<file path="src/rtl/bus_memory_slave_pkg.sv">
// Shared types and widths for the bus memory responder and its begin-cycle decoder.
// Combinational helpers only; no latency or backpressure of its own.
package bus_memory_slave_pkg;

  localparam int DATA_W  = 32;
  localparam int BE_W    = 4;
  localparam int BURST_W = 8;
  localparam int CNT_W   = BURST_W + 1;

  typedef enum logic [2:0] {
    ST_IDLE     = 3'd0,
    ST_WR       = 3'd1,
    ST_RD_FETCH = 3'd2,
    ST_RD_DATA  = 3'd3,
    ST_RD_END   = 3'd4,
    ST_ERR      = 3'd5
  } state_t;

  // Lowest address bit that takes part in window selection.
  function automatic int sel_lsb(input int addr_width);
    return addr_width + 2;
  endfunction

endpackage

</file>
<file path="src/rtl/bus_slave_decoder.sv">
// Window select and burst range check from the begin-cycle address/burst fields.
// Purely combinational, no backpressure.
module bus_slave_decoder
  import bus_memory_slave_pkg::*;
#(
  parameter logic [31:0] Base      = 32'h5000_0000,
  parameter int          AddrWidth = 9
) (
  input  logic [DATA_W-1:2]    addr_word,
  input  logic [BURST_W-1:0]   burst,
  output logic                 sel,
  output logic [AddrWidth-1:0] word_addr,
  output logic                 range_err
);

  localparam int SelLsb = sel_lsb(AddrWidth);
  localparam int SumW   = ((AddrWidth > BURST_W) ? AddrWidth : BURST_W) + 1;
  localparam logic [SumW-1:0] LastWord = SumW'((1 << AddrWidth) - 1);

  logic [SumW-1:0] last_touched;

  always_comb begin
    sel          = (addr_word[DATA_W-1:SelLsb] == Base[DATA_W-1:SelLsb]);
    word_addr    = addr_word[SelLsb-1:2];
    // Wide sum so a burst running past the top of the buffer is seen, not wrapped.
    last_touched = SumW'(word_addr) + SumW'(burst);
    range_err    = (last_touched > LastWord);
  end

endmodule

</file>
<file path="src/rtl/bus_memory_slave.sv">
// Bus target serving single/burst reads and writes into a synchronous buffer RAM.
// Reads: first word 2 cycles after begin, then 1 word/cycle, held while busyIN; writes never stall.
module bus_memory_slave
  import bus_memory_slave_pkg::*;
#(
  parameter logic [31:0] Base      = 32'h5000_0000,
  parameter int          AddrWidth = 9
) (
  input  logic                 clock,
  input  logic                 reset,
  input  logic [DATA_W-1:0]    address_dataIN,
  input  logic [BE_W-1:0]      byte_enableIN,
  input  logic [BURST_W-1:0]   burst_sizeIN,
  input  logic                 read_n_writeIN,
  input  logic                 begin_transactionIN,
  input  logic                 end_transactionIN,
  input  logic                 data_validIN,
  input  logic                 busyIN,
  input  logic                 errorIN,
  output logic [DATA_W-1:0]    address_dataOUT,
  output logic                 data_validOUT,
  output logic                 end_transactionOUT,
  output logic                 busyOUT,
  output logic                 errorOUT,
  output logic [AddrWidth-1:0] bufferAddress,
  output logic [DATA_W-1:0]    dataIn,
  output logic [BE_W-1:0]      byteWriteEnable,
  input  logic [DATA_W-1:0]    dataOut,
  output logic                 transactionDone
);

  localparam logic [AddrWidth-1:0] AddrOne = 1;
  localparam logic [CNT_W-1:0]     CntOne  = 1;

  state_t               state_q, state_d;
  logic [AddrWidth-1:0] addr_q, addr_d;
  logic [BE_W-1:0]      be_q, be_d;
  logic [CNT_W-1:0]     count_q, count_d;
  logic                 done_q, done_d;

  logic                 dec_sel;
  logic                 dec_range_err;
  logic [AddrWidth-1:0] dec_word_addr;
  logic                 sel_begin;
  logic                 wr_word;
  logic                 rd_abort;
  logic                 rd_accept;

  bus_slave_decoder #(
    .Base      (Base),
    .AddrWidth (AddrWidth)
  ) u_decoder (
    .addr_word (address_dataIN[DATA_W-1:2]),
    .burst     (burst_sizeIN),
    .sel       (dec_sel),
    .word_addr (dec_word_addr),
    .range_err (dec_range_err)
  );

  always_comb begin
    sel_begin = begin_transactionIN && dec_sel;
    wr_word   = (state_q == ST_WR) && data_validIN && !errorIN && (count_q != '0);
    rd_abort  = errorIN || end_transactionIN;
    rd_accept = (state_q == ST_RD_DATA) && !rd_abort && !busyIN;
  end

  always_comb begin
    state_d = state_q;
    addr_d  = addr_q;
    be_d    = be_q;
    count_d = count_q;
    done_d  = 1'b0;
    case (state_q)
      ST_IDLE: begin
        if (sel_begin) begin
          addr_d  = dec_word_addr;
          be_d    = byte_enableIN;
          count_d = {1'b0, burst_sizeIN} + CntOne;
          if (dec_range_err) state_d = ST_ERR;
          else if (read_n_writeIN) state_d = ST_RD_FETCH;
          else state_d = ST_WR;
        end
      end
      ST_WR: begin
        if (errorIN) begin
          state_d = ST_IDLE;
        end else if (data_validIN && (count_q == '0)) begin
          state_d = ST_ERR;
        end else begin
          if (wr_word) begin
            addr_d  = addr_q + AddrOne;
            count_d = count_q - CntOne;
          end
          if (end_transactionIN) begin
            state_d = ST_IDLE;
            done_d  = 1'b1;
          end
        end
      end
      ST_RD_FETCH: begin
        state_d = rd_abort ? ST_IDLE : ST_RD_DATA;
      end
      ST_RD_DATA: begin
        if (rd_abort) begin
          state_d = ST_IDLE;
        end else if (rd_accept) begin
          addr_d  = addr_q + AddrOne;
          count_d = count_q - CntOne;
          if (count_q == CntOne) begin
            state_d = ST_RD_END;
            done_d  = 1'b1;
          end
        end
      end
      ST_RD_END: state_d = ST_IDLE;
      ST_ERR:    state_d = ST_IDLE;
      default:   state_d = ST_IDLE;
    endcase
  end

  always_ff @(posedge clock or negedge reset) begin
    if (!reset) begin
      state_q <= ST_IDLE;
      addr_q  <= '0;
      be_q    <= '0;
      count_q <= '0;
      done_q  <= 1'b0;
    end else begin
      state_q <= state_d;
      addr_q  <= addr_d;
      be_q    <= be_d;
      count_q <= count_d;
      done_q  <= done_d;
    end
  end

  // RAM port is driven straight from state so reset silences it immediately.
  always_comb begin
    address_dataOUT    = '0;
    data_validOUT      = 1'b0;
    end_transactionOUT = 1'b0;
    errorOUT           = 1'b0;
    bufferAddress      = '0;
    dataIn             = '0;
    byteWriteEnable    = '0;
    case (state_q)
      ST_WR: begin
        if (wr_word) begin
          bufferAddress   = addr_q;
          dataIn          = address_dataIN;
          byteWriteEnable = be_q;
        end
      end
      ST_RD_FETCH: bufferAddress = addr_q;
      ST_RD_DATA: begin
        data_validOUT   = 1'b1;
        address_dataOUT = dataOut;
        // Prefetch the next word on accept; re-read the current one while stalled.
        bufferAddress   = busyIN ? addr_q : (addr_q + AddrOne);
      end
      ST_RD_END: end_transactionOUT = 1'b1;
      ST_ERR:    errorOUT = 1'b1;
      default: ;
    endcase
  end

  assign busyOUT         = 1'b0;
  assign transactionDone = done_q;

endmodule

</file>
<file path="config.mk">
export PLATFORM = sky130hd
export DESIGN_NAME = bus_memory_slave
export DESIGN_NICKNAME = d
export VERILOG_FILES = /design/src/rtl/bus_memory_slave_pkg.sv /design/src/rtl/bus_slave_decoder.sv /design/src/rtl/bus_memory_slave.sv
export SDC_FILE = /design/constraint.sdc
export NUM_CORES = 1
export LEC_CHECK = 0
export ABC_AREA = 0
export CORE_ASPECT_RATIO = 0.7
export CORE_UTILIZATION = 41
export CTS_BUF_LIST = sky130_fd_sc_hd__clkbuf_4 sky130_fd_sc_hd__clkbuf_8 sky130_fd_sc_hd__clkbuf_16
export DETAILED_ROUTE_END_ITERATION = 12
export GPL_TIMING_DRIVEN = 0
export PLACE_DENSITY = 0.87
export RECOVER_POWER = 25
export SYNTH_ARGS = -nofsm -noshare
export SYNTH_HDL_FRONTEND = slang
export SYNTH_SLANG_ARGS = --single-unit
</file>
<file path="constraint.sdc">
create_clock -name clock -period 4.1 [get_ports clock]
set_input_delay 0.615 -clock clock [delete_from_list [all_inputs] [get_ports clock]]
set_output_delay 0.615 -clock clock [all_outputs]
set_load 0.01 [all_outputs]
</file>
==> results.sh <==
export IMPL_status="complete, but fails checks"
export IMPL_violations="max-capacitance violations, max-slew violations"
export IMPL_antenna_found_initial=0
export IMPL_leakage_nw=1.90
export IMPL_worst_pin_slew_ns=1.54
export IMPL_clkLatencyLatePin_ns=0.28
export IMPL_clock_skew_ns=0.00704
export IMPL_cts_sinks=26
export IMPL_antenna_cells=0
export IMPL_synth_area_mm2=0.00277
export IMPL_multi_input_area_mm2=0.00194
export IMPL_synth_simple_area_share_pct=38.1
export IMPL_drv_cap=1
export IMPL_critical_path_required_ns=3.48
export IMPL_area_growth_pct=64.9
export IMPL_gp_congestion=0.905
export IMPL_grt_overflow_total=0
export IMPL_max_freq_mhz=270
export IMPL_vias_per_cell=5.84
export IMPL_place_ws_ns=0.537
export IMPL_min_path_type="register to register"
export IMPL_r2r_start="count_q[1]$_DFFE_PN0P_"
export IMPL_grt_pass1_vias=3509
export IMPL_synth_edf_count=0
export IMPL_worst_slack_ns=0.401
export IMPL_cp_common_cell="o21ai_0"
export IMPL_hold_slack_ns=0.508
export IMPL_cp_end_kind="output pin"
export IMPL_synth_top_cell_area_share_pct=23.5
export IMPL_critPathKind="register to output pin"
export IMPL_finalSetupTns_ns=0
export IMPL_path_clk_slew_ns=0.10
export IMPL_start_util_pct=43.6
export IMPL_fin_crit_ns=3.70
export IMPL_syn_inst=375
export IMPL_crit_family="simple AND/OR/NAND/NOR gates"
export IMPL_hpwl_um=8210
export IMPL_ys_warn_count=0
export IMPL_ios=166
export IMPL_synth_area_leaders="dfrtp_1 (23%), and2_1 (9.0%), and3_1 (8.8%)"
export IMPL_max_stage_delay_ns=0.58
export IMPL_row_count=24
export IMPL_crit_path_start_kind="register"
export IMPL_via_count=3702
export IMPL_fillCellCount=542
export IMPL_grt_pass1_wl_um=17000
export IMPL_path_buf_inv=2
export IMPL_cp_arrival_ns=3.08
export IMPL_ant_nets=0
export IMPL_rsz0062_at_grt="false"
export IMPL_yosysMostFrequentCell="and2_1"
export IMPL_drive_gt1_share_pct=3.13
export IMPL_ys_seq_area_share_pct=23.5
export IMPL_synthMuxAreaShare_pct=2.53
export IMPL_synth_top_family_by_area="simple AND/OR/NAND/NOR gates"
export IMPL_synth_xor_area_share_pct=1.90
export IMPL_final_util_pct=71.8
export IMPL_dieArea_mm2=0.00710
export IMPL_cts_buffers=3
export IMPL_port_buffers=164
export IMPL_hold_buffers=0
export IMPL_drt_pass1_iterations=5
export IMPL_dieHeight_um=70.8
export IMPL_ys_top_cells_by_count="and2_1 (40), and3_1 (39), o21ai_0 (27)"
export IMPL_power_per_cell_area_mw_per_mm2=125
export IMPL_cts_buffer_depth=2
export IMPL_finalSetupViolCount=0
export IMPL_slew_headroom_pct=-2.64
export IMPL_cts_tree="yes"
export IMPL_synth_async_reset_ratio_pct=100
export IMPL_regArea_um2=651
export IMPL_worstPathMaxFanout=9
export IMPL_grt_use_total_pct=29.7
export IMPL_ctsHtreeMaxLevel=1
export IMPL_syn_nets=471
export IMPL_drc=0
export IMPL_peakVddDrop_mv=0.120
export IMPL_synth_ff_type="dfrtp_1"
export IMPL_final_max_slew_viol_count=27
export IMPL_yosys_area_top_type="dfrtp_1"
export IMPL_die_w_um=100
export IMPL_wl_um=10800
export IMPL_cts_resized=0
export IMPL_min_delay_start="be_q[2]$_DFFE_PN0P_"
export IMPL_finalCritPeriodShare_pct=90.2
export IMPL_core_area_mm2=0.00637
export IMPL_nNetsFinal=640
export IMPL_wl_per_cell_um=17.0
export IMPL_synth_compound_area_share_pct=22.1
export IMPL_cts_setup_buffers=0
export IMPL_syn_avg_cell_area_um2=7.39
export IMPL_ys_seq_elements=26
export IMPL_drtIter0Drc=360
export IMPL_cp_startpoint="count_q[1]$_DFFE_PN0P_"
export IMPL_yosys_area_share_adder_pct=5.42
export IMPL_crit_chain="inv_1 -> ha_1 -> nor3b_1 -> and3_1 -> o21ai_1 -> o21ai_0 -> o21ai_0 -> clkdlybuf4s50_1"
export IMPL_synth_distinct_cells=55
export IMPL_finalHoldViolations=0
export IMPL_clock_tree_root_cell="clkbuf_8"
export IMPL_grt_max_degree=27
export IMPL_critPathSlowestCell="nor3b_1"
-- registers in the layout, indices dropped and copies added, names as in the netlist --
| name | cells |
|---|---|
| addr_q | 9 |
| be_q | 4 |
| count_q | 9 |
| state_q | 3 |
| transactionDone | 1 |
-- worst reg2reg max path, cell delays in order, from the launching register on --
cell      delay [ns]
dfrtp_1         0.41
inv_1           0.11
ha_1            0.24
nor3b_1         0.58
nand3_1         0.22
a21o_1          0.29
clkbuf_1        0.28
o21ai_0         0.32
a22oi_1         0.11
-- where the power goes --
part | switching, mW | internal [mW]
Clock | 0.0921 | 0.0863
Combinational | 0.0473 | 0.0874
Sequential | 0.00000701 | 0.256
Total | 0.139 | 0.430
-- worst paths after layout --
check                                         end  slack [ns]  depth (start not counted)
max in group asynchronous   addr_q[7]$_DFFE_PN0P_        2.51                          1
setup / recovery                 bufferAddress[2]        0.40                          8
hold reg to reg               be_q[2]$_DFFE_PN0P_        0.51                          1
hold / removal                be_q[2]$_DFFE_PN0P_        0.51                          1
min in group asynchronous  count_q[3]$_DFFE_PN0P_        0.69                          1
setup reg to reg           count_q[7]$_DFFE_PN0P_        1.42                          8
-- per-layer routing --
layer	track usage, %	wire [µm]	vias up
li1	-	-	1693
met4	6.60	165	0
met5	0	0	-
met2	50.3	5010	273
met3	5.53	1080	24
met1	39.4	4500	1712
-- layout make-up --
type / instances / area share (%)
inverter: 15 / 1.23
clock buffer: 4 / 1.20
multi-input combinational: 307 / 42.4
timing repair buffer: 164 / 35.8
buffer: 27 / 2.65
tap: 91 / 2.49
sequential: 26 / 14.2
-- logic make-up (layout without fill, tap and decap cells) --
kind of cell / count (synthesis) / in the layout
xor gates and xnor gates: 6 / 6
muxes: 6 / 6
adders and majority gates: 12 / 12
buffers and inverters: 42 / 210
other: 1 / 1
DFF: 26 / 26
and+or+nand+nor: 187 / 187
AOI/OAI and AO/OA: 95 / 95
-- per-stage QoR --
stage               total power, mW  std cells  cell area [µm²]
floorplan                     0.292        375             2770
global placement              0.391        630             4530
detailed placement            0.395        630             4530
finish                        0.569        634             4570
CTS                           0.568        634             4580
global route                  0.591        634             4570
-- cells in the final DEF, fill, tap and decap left out, drive strengths merged, types with 6 or more instances in the layout --
cell type      synthesis  final
clkbuf                21     26
o21ai                 29     29
nand3                 17     17
nor2                  24     24
nor3                  10     10
buf                    6      6
ha                    12     12
nand2                 23     23
a21oi                 20     20
clkdlybuf4s50          0    160
dfrtp                 26     26
inv                   15     15
and3                  39     39
and2                  40     40
a22oi                 10     10
No activity file was read; power rests on OpenSTA's default activity.
